==> src/rtl/regfile_pkg.sv <==
`default_nettype none
// ============================================================================
// Module   : regfile_pkg
// Brief    : Shared defaults, types and bus-slicing helper for the register file.
// Revision : 1.0
// ============================================================================
package regfile_pkg;

    localparam int c_XLEN_DEFAULT  = 32;
    localparam int c_NREGS_DEFAULT = 32;

    typedef logic [$clog2(c_NREGS_DEFAULT)-1:0] addr_t;
    typedef logic [c_XLEN_DEFAULT-1:0]          data_t;

    // Base bit of lane k in a packed bus of w-bit lanes.
    function automatic int pack_idx(input int k, input int w);
        return k * w;
    endfunction

endpackage
`default_nettype wire

==> src/rtl/regfile_scoreboard.sv <==
`default_nettype none
// ============================================================================
// Module   : regfile_scoreboard
// Brief    : Pending-write busy vector and NREAD-way read hazard detection.
// Revision : 1.0
// ============================================================================
module regfile_scoreboard
    import regfile_pkg::*;
#(
    parameter int NREGS    = c_NREGS_DEFAULT,
    parameter int NREAD    = 2,
    parameter int ZERO_REG = 1,
    localparam int AW      = $clog2(NREGS)
) (
    input  logic                clk,
    input  logic                rst,
    input  logic [NREAD*AW-1:0] rs_addr,
    input  logic                iss_valid,
    input  logic [AW-1:0]       iss_rd,
    input  logic                wb_we,
    input  logic [AW-1:0]       wb_rd,
    input  logic                flush,
    output logic                hazard
);

    logic [NREGS-1:0] r_busy;
    logic [NREAD-1:0] w_hit;
    logic             w_wb_live;

    assign w_wb_live = wb_we && !((ZERO_REG != 0) && (wb_rd == '0));

    // Issue is applied after write-back so a new producer of the same register wins.
    always_ff @(posedge clk or posedge rst) begin
        if (rst) begin
            r_busy <= '0;
        end else if (flush) begin
            r_busy <= '0;
        end else begin
            if (wb_we) begin
                r_busy[wb_rd] <= 1'b0;
            end
            if (iss_valid) begin
                r_busy[iss_rd] <= 1'b1;
            end
            if (ZERO_REG != 0) begin
                r_busy[0] <= 1'b0;
            end
        end
    end

    for (genvar k = 0; k < NREAD; k++) begin : g_port
        logic [AW-1:0] w_addr;
        assign w_addr   = rs_addr[pack_idx(k, AW) +: AW];
        assign w_hit[k] = r_busy[w_addr] && !(w_wb_live && (wb_rd == w_addr));
    end

    assign hazard = |w_hit;

endmodule
`default_nettype wire

==> src/rtl/regfile_bypass.sv <==
`default_nettype none
// ============================================================================
// Module   : regfile_bypass
// Brief    : Parametrised register file with registered read ports, same-cycle
//            write-back bypass and a pending-write hazard scoreboard.
// Revision : 1.0
// ============================================================================
module regfile_bypass
    import regfile_pkg::*;
#(
    parameter int XLEN     = c_XLEN_DEFAULT,
    parameter int NREGS    = c_NREGS_DEFAULT,
    parameter int NREAD    = 2,
    parameter int ZERO_REG = 1,
    localparam int AW      = $clog2(NREGS)
) (
    input  logic                  clk,
    input  logic                  rst,
    input  logic                  d_en,
    input  logic [NREAD*AW-1:0]   rs_addr,
    output logic [NREAD*XLEN-1:0] rs_data,
    output logic                  hazard,
    input  logic                  iss_valid,
    input  logic [AW-1:0]         iss_rd,
    input  logic                  wb_we,
    input  logic [AW-1:0]         wb_rd,
    input  logic [XLEN-1:0]       wb_data,
    input  logic                  flush
);

    logic [XLEN-1:0] r_regs    [NREGS];
    logic [XLEN-1:0] r_rd      [NREAD];
    logic [XLEN-1:0] w_rd_next [NREAD];
    logic            w_wb_live;

    assign w_wb_live = wb_we && !((ZERO_REG != 0) && (wb_rd == '0));

    always_ff @(posedge clk or posedge rst) begin
        if (rst) begin
            for (int i = 0; i < NREGS; i++) begin
                r_regs[i] <= '0;
            end
        end else if (w_wb_live) begin
            r_regs[wb_rd] <= wb_data;
        end
    end

    for (genvar k = 0; k < NREAD; k++) begin : g_rd
        logic [AW-1:0] w_addr;
        assign w_addr = rs_addr[pack_idx(k, AW) +: AW];

        // Zero register beats the bypass, which beats the array.
        always_comb begin
            if ((ZERO_REG != 0) && (w_addr == '0)) begin
                w_rd_next[k] = '0;
            end else if (w_wb_live && (wb_rd == w_addr)) begin
                w_rd_next[k] = wb_data;
            end else begin
                w_rd_next[k] = r_regs[w_addr];
            end
        end

        assign rs_data[pack_idx(k, XLEN) +: XLEN] = r_rd[k];
    end

    always_ff @(posedge clk or posedge rst) begin
        if (rst) begin
            for (int k = 0; k < NREAD; k++) begin
                r_rd[k] <= '0;
            end
        end else if (d_en) begin
            for (int k = 0; k < NREAD; k++) begin
                r_rd[k] <= w_rd_next[k];
            end
        end
    end

    regfile_scoreboard #(
        .NREGS    (NREGS),
        .NREAD    (NREAD),
        .ZERO_REG (ZERO_REG)
    ) u_scoreboard (
        .clk       (clk),
        .rst       (rst),
        .rs_addr   (rs_addr),
        .iss_valid (iss_valid),
        .iss_rd    (iss_rd),
        .wb_we     (wb_we),
        .wb_rd     (wb_rd),
        .flush     (flush),
        .hazard    (hazard)
    );

endmodule
`default_nettype wire
==> config.mk <==
export PLATFORM = sky130hd
export DESIGN_NAME = regfile_bypass
export DESIGN_NICKNAME = d
export VERILOG_FILES = /design/src/rtl/regfile_pkg.sv /design/src/rtl/regfile_scoreboard.sv /design/src/rtl/regfile_bypass.sv
export SDC_FILE = /design/constraint.sdc
export NUM_CORES = 2
export LEC_CHECK = 0
export BUFFER_PORTS_ARGS = -buffer_cell sky130_fd_sc_hd__buf_2
export CAP_MARGIN = 10
export CORE_UTILIZATION = 63
export DETAILED_ROUTE_END_ITERATION = 10
export MAX_ROUTING_LAYER = met4
export PLACE_DENSITY = 0.91
export REMOVE_ABC_BUFFERS = 1
export SLEW_MARGIN = 0
export SYNTH_ARGS = -nofsm -noshare
export SYNTH_HDL_FRONTEND = slang
export SYNTH_SLANG_ARGS = --single-unit
==> constraint.sdc <==
create_clock -name clk -period 43.3 [get_ports clk]
set_input_delay 4.33 -clock clk [delete_from_list [all_inputs] [get_ports clk]]
set_output_delay 4.33 -clock clk [all_outputs]
set_load 0.01 [all_outputs]
# Yosys cells after proc, flatten, opt, wreduce, memory -nomap -nowiden
# Cells that the tools add are included.
op_classes:
  eq_ne: 2
  n_bitwise: 6
  magnitude_cmp: 10
  muxes: 25
  reduce_logical: 15
op_table:
  columns: ["op", "count"]
  rows:
  - ["$bwmux W1024", 1]
  - ["$mux W32", 13]
  - ["$bmux W32 S5", 2]
  - ["$demux W32 S5", 1]
  - ["$and A32 B32 Y32", 1]
  - ["$not A32 Y32", 1]
  - ["$or A32 B32 Y32", 1]
  - ["$lt A5 B6 Y1 const B", 4]
  - ["$ge A6 B6 Y1 const B", 3]
  - ["$not A5 Y6", 3]
  - ["$logic_not A5 Y1", 3]
  - ["$bmux W1 S5", 2]
  - ["$demux W1 S5", 2]
  - ["$eq A5 B5 Y1", 2]
  - ["$ge A5 B1 Y1 const B", 2]
  - ["$logic_and A1 B1 Y1", 8]
  - ["$lt A6 B1 Y1 const B", 1]
  - ["$mux W1", 4]
  - ["$logic_not A1 Y1", 3]
  - ["$reduce_or A2 Y1", 1]
word_totals:
  input_bits: 58
  wordCells: 93
  output_inout_bits: 65
  reg_bits: 1120

# Logic depth before layout (Yosys ltp)
depth:
  word_depth: 11
  ltp_mapped: 9
  depth_no_buf: 5

# Hierarchy
# A second synthesis with hierarchy kept.
hier_totals:
  cells_unflattened: 4048
  area_unflattened_um2: 58737.6
modules_own_cells:
  columns: ["mod", "area_each_um2", "cells_each", "seq_area_each_um2", "n_inst"]
  rows:
  - ["regfile_bypass", 56629.3, 3823, 27226.1, 1]
  - ["regfile_scoreboard", 2108.3, 225, 775.7, 1]

# Least setup slack after synthesis
# Ideal clock, no wire load.
synth_timing:
  path_kind: "in2out"
  from: "in rs_addr[0]"
  to: "out hazard"
  t_required_ns: 38.970
  t_arrival_ns: 5.946
  path_stages: 7
  n_path_buf: 3
  setup_slack_ns: 33.024
  cell_sequence: "buf_2 > buf_2 > buf_2 > mux4_2 > o221ai_1 > o21ai_0 > a32o_1"
synth_between:
  elab_chain_len: 5
  elab_cells_between_ends: 7
  classes_between: "eq/ne: 1; mux: 2; reduce/logical: 4"
synth_rtl:
  columns: ["element", "line", "source"]
  rows:
  - ["from (decl)", "regfile_bypass.sv:20", "input logic [NREAD*AW-1:0] rs_addr,"]
  - ["parallel branches: the longest is 3 deep, another holds $bmux W1 S5", null, null]
  - ["$logic_and A1 B1 Y1 (*)", "regfile_scoreboard.sv:54", "assign w_hit[k] = r_busy[w_addr] && !(w_wb_live && (wb_rd == w_addr));"]
  - ["$reduce_or A2 Y1 (*)", "regfile_scoreboard.sv:57", "assign hazard = |w_hit;"]
  - ["to (decl)", "regfile_bypass.sv:22", "output logic hazard,"]
# Mark *: on every way between the ends. The select of a mux whose other input is x is not followed.

# Worst setup path after layout
# Ends and elaborated chain as after synthesis.

==> flow_metrics.tcl <==
set metrics [dict create \
    cts_setup_buffers 0 \
    final_cells 5484 \
    postSynthAreaPerCell_um2 13.0 \
    hold_violations 0 \
    critPathSlowestCell "sky130_fd_sc_hd__buf_8" \
    synthesis_warning_total 0 \
    yosysSeqAreaShare_pct 49.2 \
    run_status "completed" \
    critPathLaunchType "input pin" \
    synth_cells 4380 \
    ys_top_cells_by_area "sky130_fd_sc_hd__dfrtp_1 49%, sky130_fd_sc_hd__mux4_2 21%, sky130_fd_sc_hd__mux2_2 10%" \
    global_route.usage.total_pct 43.2 \
    maximum_number_of_pins_on_one_net_before_global_route_repair 192 \
    dr.pass1.iters 10 \
    cellPowerDensity_nw_per_um2 48.6 \
    syn_to_final_growth_pct 8.36 \
    clock-root-buffer "sky130_fd_sc_hd__clkbuf_16" \
    gpl.final_weighted_congestion 0.897 \
    totalNegativeSetupSlack_ns 0 \
    synth_top_cell_by_area "sky130_fd_sc_hd__dfrtp_1" \
    path_cells "buf_8, mux4_2, o221ai_1, o21ai_0, a32o_1, buf_2" \
    clockBufferDepth 3 \
    slew_headroom_pct 10.8 \
    placed_cells_incl_taps 5276 \
    final_design_area_no_fill_um2 61700 \
    synth_edf_count 0 \
    final_net_count 4281 \
    clock_skew_ns 0.0285 \
    dr.first_iter.drc_count 8301 \
    worstPathArrival_ns 6.36 \
    grt_setup_unrepaired "false" \
    hpwl_dp_um 94000 \
    effective_utilization_at_floorplan_pct 64.1 \
    io_buffers 122 \
    post_route_fraction_of_the_period_consumed_by_the_critical_path_pct 24.7 \
    required_ns 38.97 \
    antenna_found_initial 7 \
    cts-resized-gates 0 \
    floorplan.die.width_um 303 \
    slowest_delay_ns 0.61 \
    path_clk_slew_ns 0.06 \
    grt_pass1_wl_um 284000 \
    regToRegStartpoint "r_regs[437]" \
    floorplan_die_area_um2 91600 \
    routedWlPerCell_um 34.2 \
    num_io_pins 123 \
    worst_hold_path_type "reg -> reg" \
    clock_tree_from_tritoncts "yes" \
    dpl_cell_area_um2 57900 \
    critPathCapture "hazard" \
    timing_worst_slew_pin_value_ns 1.34 \
    maxSlewViolCount 0 \
    postCtsHoldBufs 0 \
    worst-r2r-setup-slack_ns 41.32 \
    crit_end_element "primary output" \
    grt.overflow.total 0 \
    reg2regPathDepth 4 \
    design.core.area_um2 88900 \
    synth_top_cell_area_share_pct 49.2 \
    first_global_vias 46323 \
    finalWirelength_um 187000 \
    worst_setup_path_startpoint "rs_addr[0]" \
    criticalPathCategory "in -> out" \
    dieHeight_um 303 \
    ys_ff_latch 1119 \
    drt_drc_violations_left 0 \
    tritoncts_num_sinks 1119 \
    layout-drive-gt1-share_pct 33.7 \
    synth_async_sr_flop_share_pct 100 \
    vias 44060 \
    viasPerCell 8.03 \
    drt.antenna.violating_nets 0 \
    whs_ns 0.395 \
    most_frequent_cell_after_synthesis "sky130_fd_sc_hd__dfrtp_1" \
    shortest_period_the_worst_path_allows_ns 10.69 \
    finish_stage_setup_viols 0 \
    worstPathMaxFanout 71 \
    yosysUniqueCellTypes 49 \
    cts.htree.levels 3 \
    rows 109 \
    cellLeakagePower_nw 26.4 \
    clkLatencyLatePin_ns 0.73 \
    crit-reg2reg-capture "rs_data[53]" \
    synth_commonest_cells "1,119 x sky130_fd_sc_hd__dfrtp_1, 582 x sky130_fd_sc_hd__nand2_1, 522 x sky130_fd_sc_hd__mux4_2, 506 x sky130_fd_sc_hd__mux2_2, 497 x sky130_fd_sc_hd__o21ai_0" \
    ys_dominant_reg_cell "sky130_fd_sc_hd__dfrtp_1" \
    cts_inserted_buffers 109 \
    maxClockFrequency_ghz 0.0935 \
    synthesis.area_um2 57000 \
    maxCapViolCount 0 \
    max-vdd-ir-drop_uv 43.5 \
]
-- state kept, by name (all words and copies together) (netlist names) --
register             flops
r_regs                1024
rs_data                 64
u_scoreboard.r_busy     31
-- layout make-up --
class                      instances  area [um^2]
sequential                      1119        28000
fill                            5214        27200
multi-input combinational       2761        27000
clock buffer                     157         3210
tap                             1165         1460
timing repair buffer             198         1280
clock inverter                    37          579
inverter                          34          135
antenna                           13         32.5
-- worst min-delay path by stage --
stage,slack [ns],to,start,cells after the start
final,0.39,r_regs[1019],r_regs[1019],0
after global routing,0.41,r_regs[1006],r_regs[1006],0
after CTS,0.40,r_regs[1019],r_regs[1019],0
after detailed placement,0.38,r_regs[1019],r_regs[1019],0
after global placement,0.38,r_regs[1014],r_regs[1014],0
after floorplan,0.37,r_regs[1000],r_regs[1000],0
-- report_power, final --
group	internal [W]	total, W	leakage [nW]	switching [W]
Sequential	0.00124	0.00141	14.5	0.000176
Combinational	0.000301	0.000568	10.1	0.000267
Clock	0.000596	0.00102	1.86	0.000424
Total	0.00213	0.00300	26.4	0.000867
-- through the flow --
step | util, % | setup WS [ns] | power, W
2_1_floorplan | - | 7.46 | 0.00174
3_3_place_gp | 65.1 | 32.67 | 0.00188
3_5_place_dp | 65.1 | 32.65 | 0.00194
4_1_cts | 69.4 | 32.63 | 0.00297
5_1_grt | 69.4 | 32.51 | 0.00308
6_report | 69.4 | 32.61 | 0.00300
-- layer usage --
metal	global-route usage, %	part of all wire [%]	up-vias
met5	-	0	-
met4	33.7	9.4	0
li1	-	-	16121
met1	50.5	31	21525
met3	16.7	16	1598
met2	59.9	44	4816
-- cells in the final DEF (no fill, tap or decap), drive strengths merged, types with 2 or more instances in the layout --
master / instances
nor3: 4
nand2b: 37
a21oi: 84
a2111o: 32
xnor2: 10
a22oi: 272
diode: 13
and3b: 3
mux2i: 9
a21o: 32
nand2: 582
dfrtp: 1119
inv: 36
clkinv: 17
bufinv: 14
nand4: 2
clkinvlp: 4
and2: 3
mux4: 522
clkbuf: 158
nor2: 41
o21ai: 499
or3: 2
and3: 3
o31ai: 3
nor2b: 38
o2111ai: 32
mux2: 514
nand3b: 4
o211ai: 2
buf: 197
nor3b: 10
nand3: 7
or2: 2
-- critical path: cells and delay by family --
| family | cells | cell delay (ns) |
|---|---|---|
| buffers and inverters | 2 | 0.75 |
| AO/OA/AOI/OAI | 3 | 0.62 |
| multiplexers | 1 | 0.59 |
-- kinds of logic after synthesis --
group                  count (synthesis)  share of synthesized area [%]
AND/OR/NAND/NOR                      742                           5.46
AO/OA/AOI/OAI                        964                           10.5
multiplexers                        1045                           31.0
buffers and inverters                500                           3.83
flip-flops                          1119                           49.2
XOR/XNOR                              10                          0.154
No activity file was read; power rests on OpenSTA's default activity.
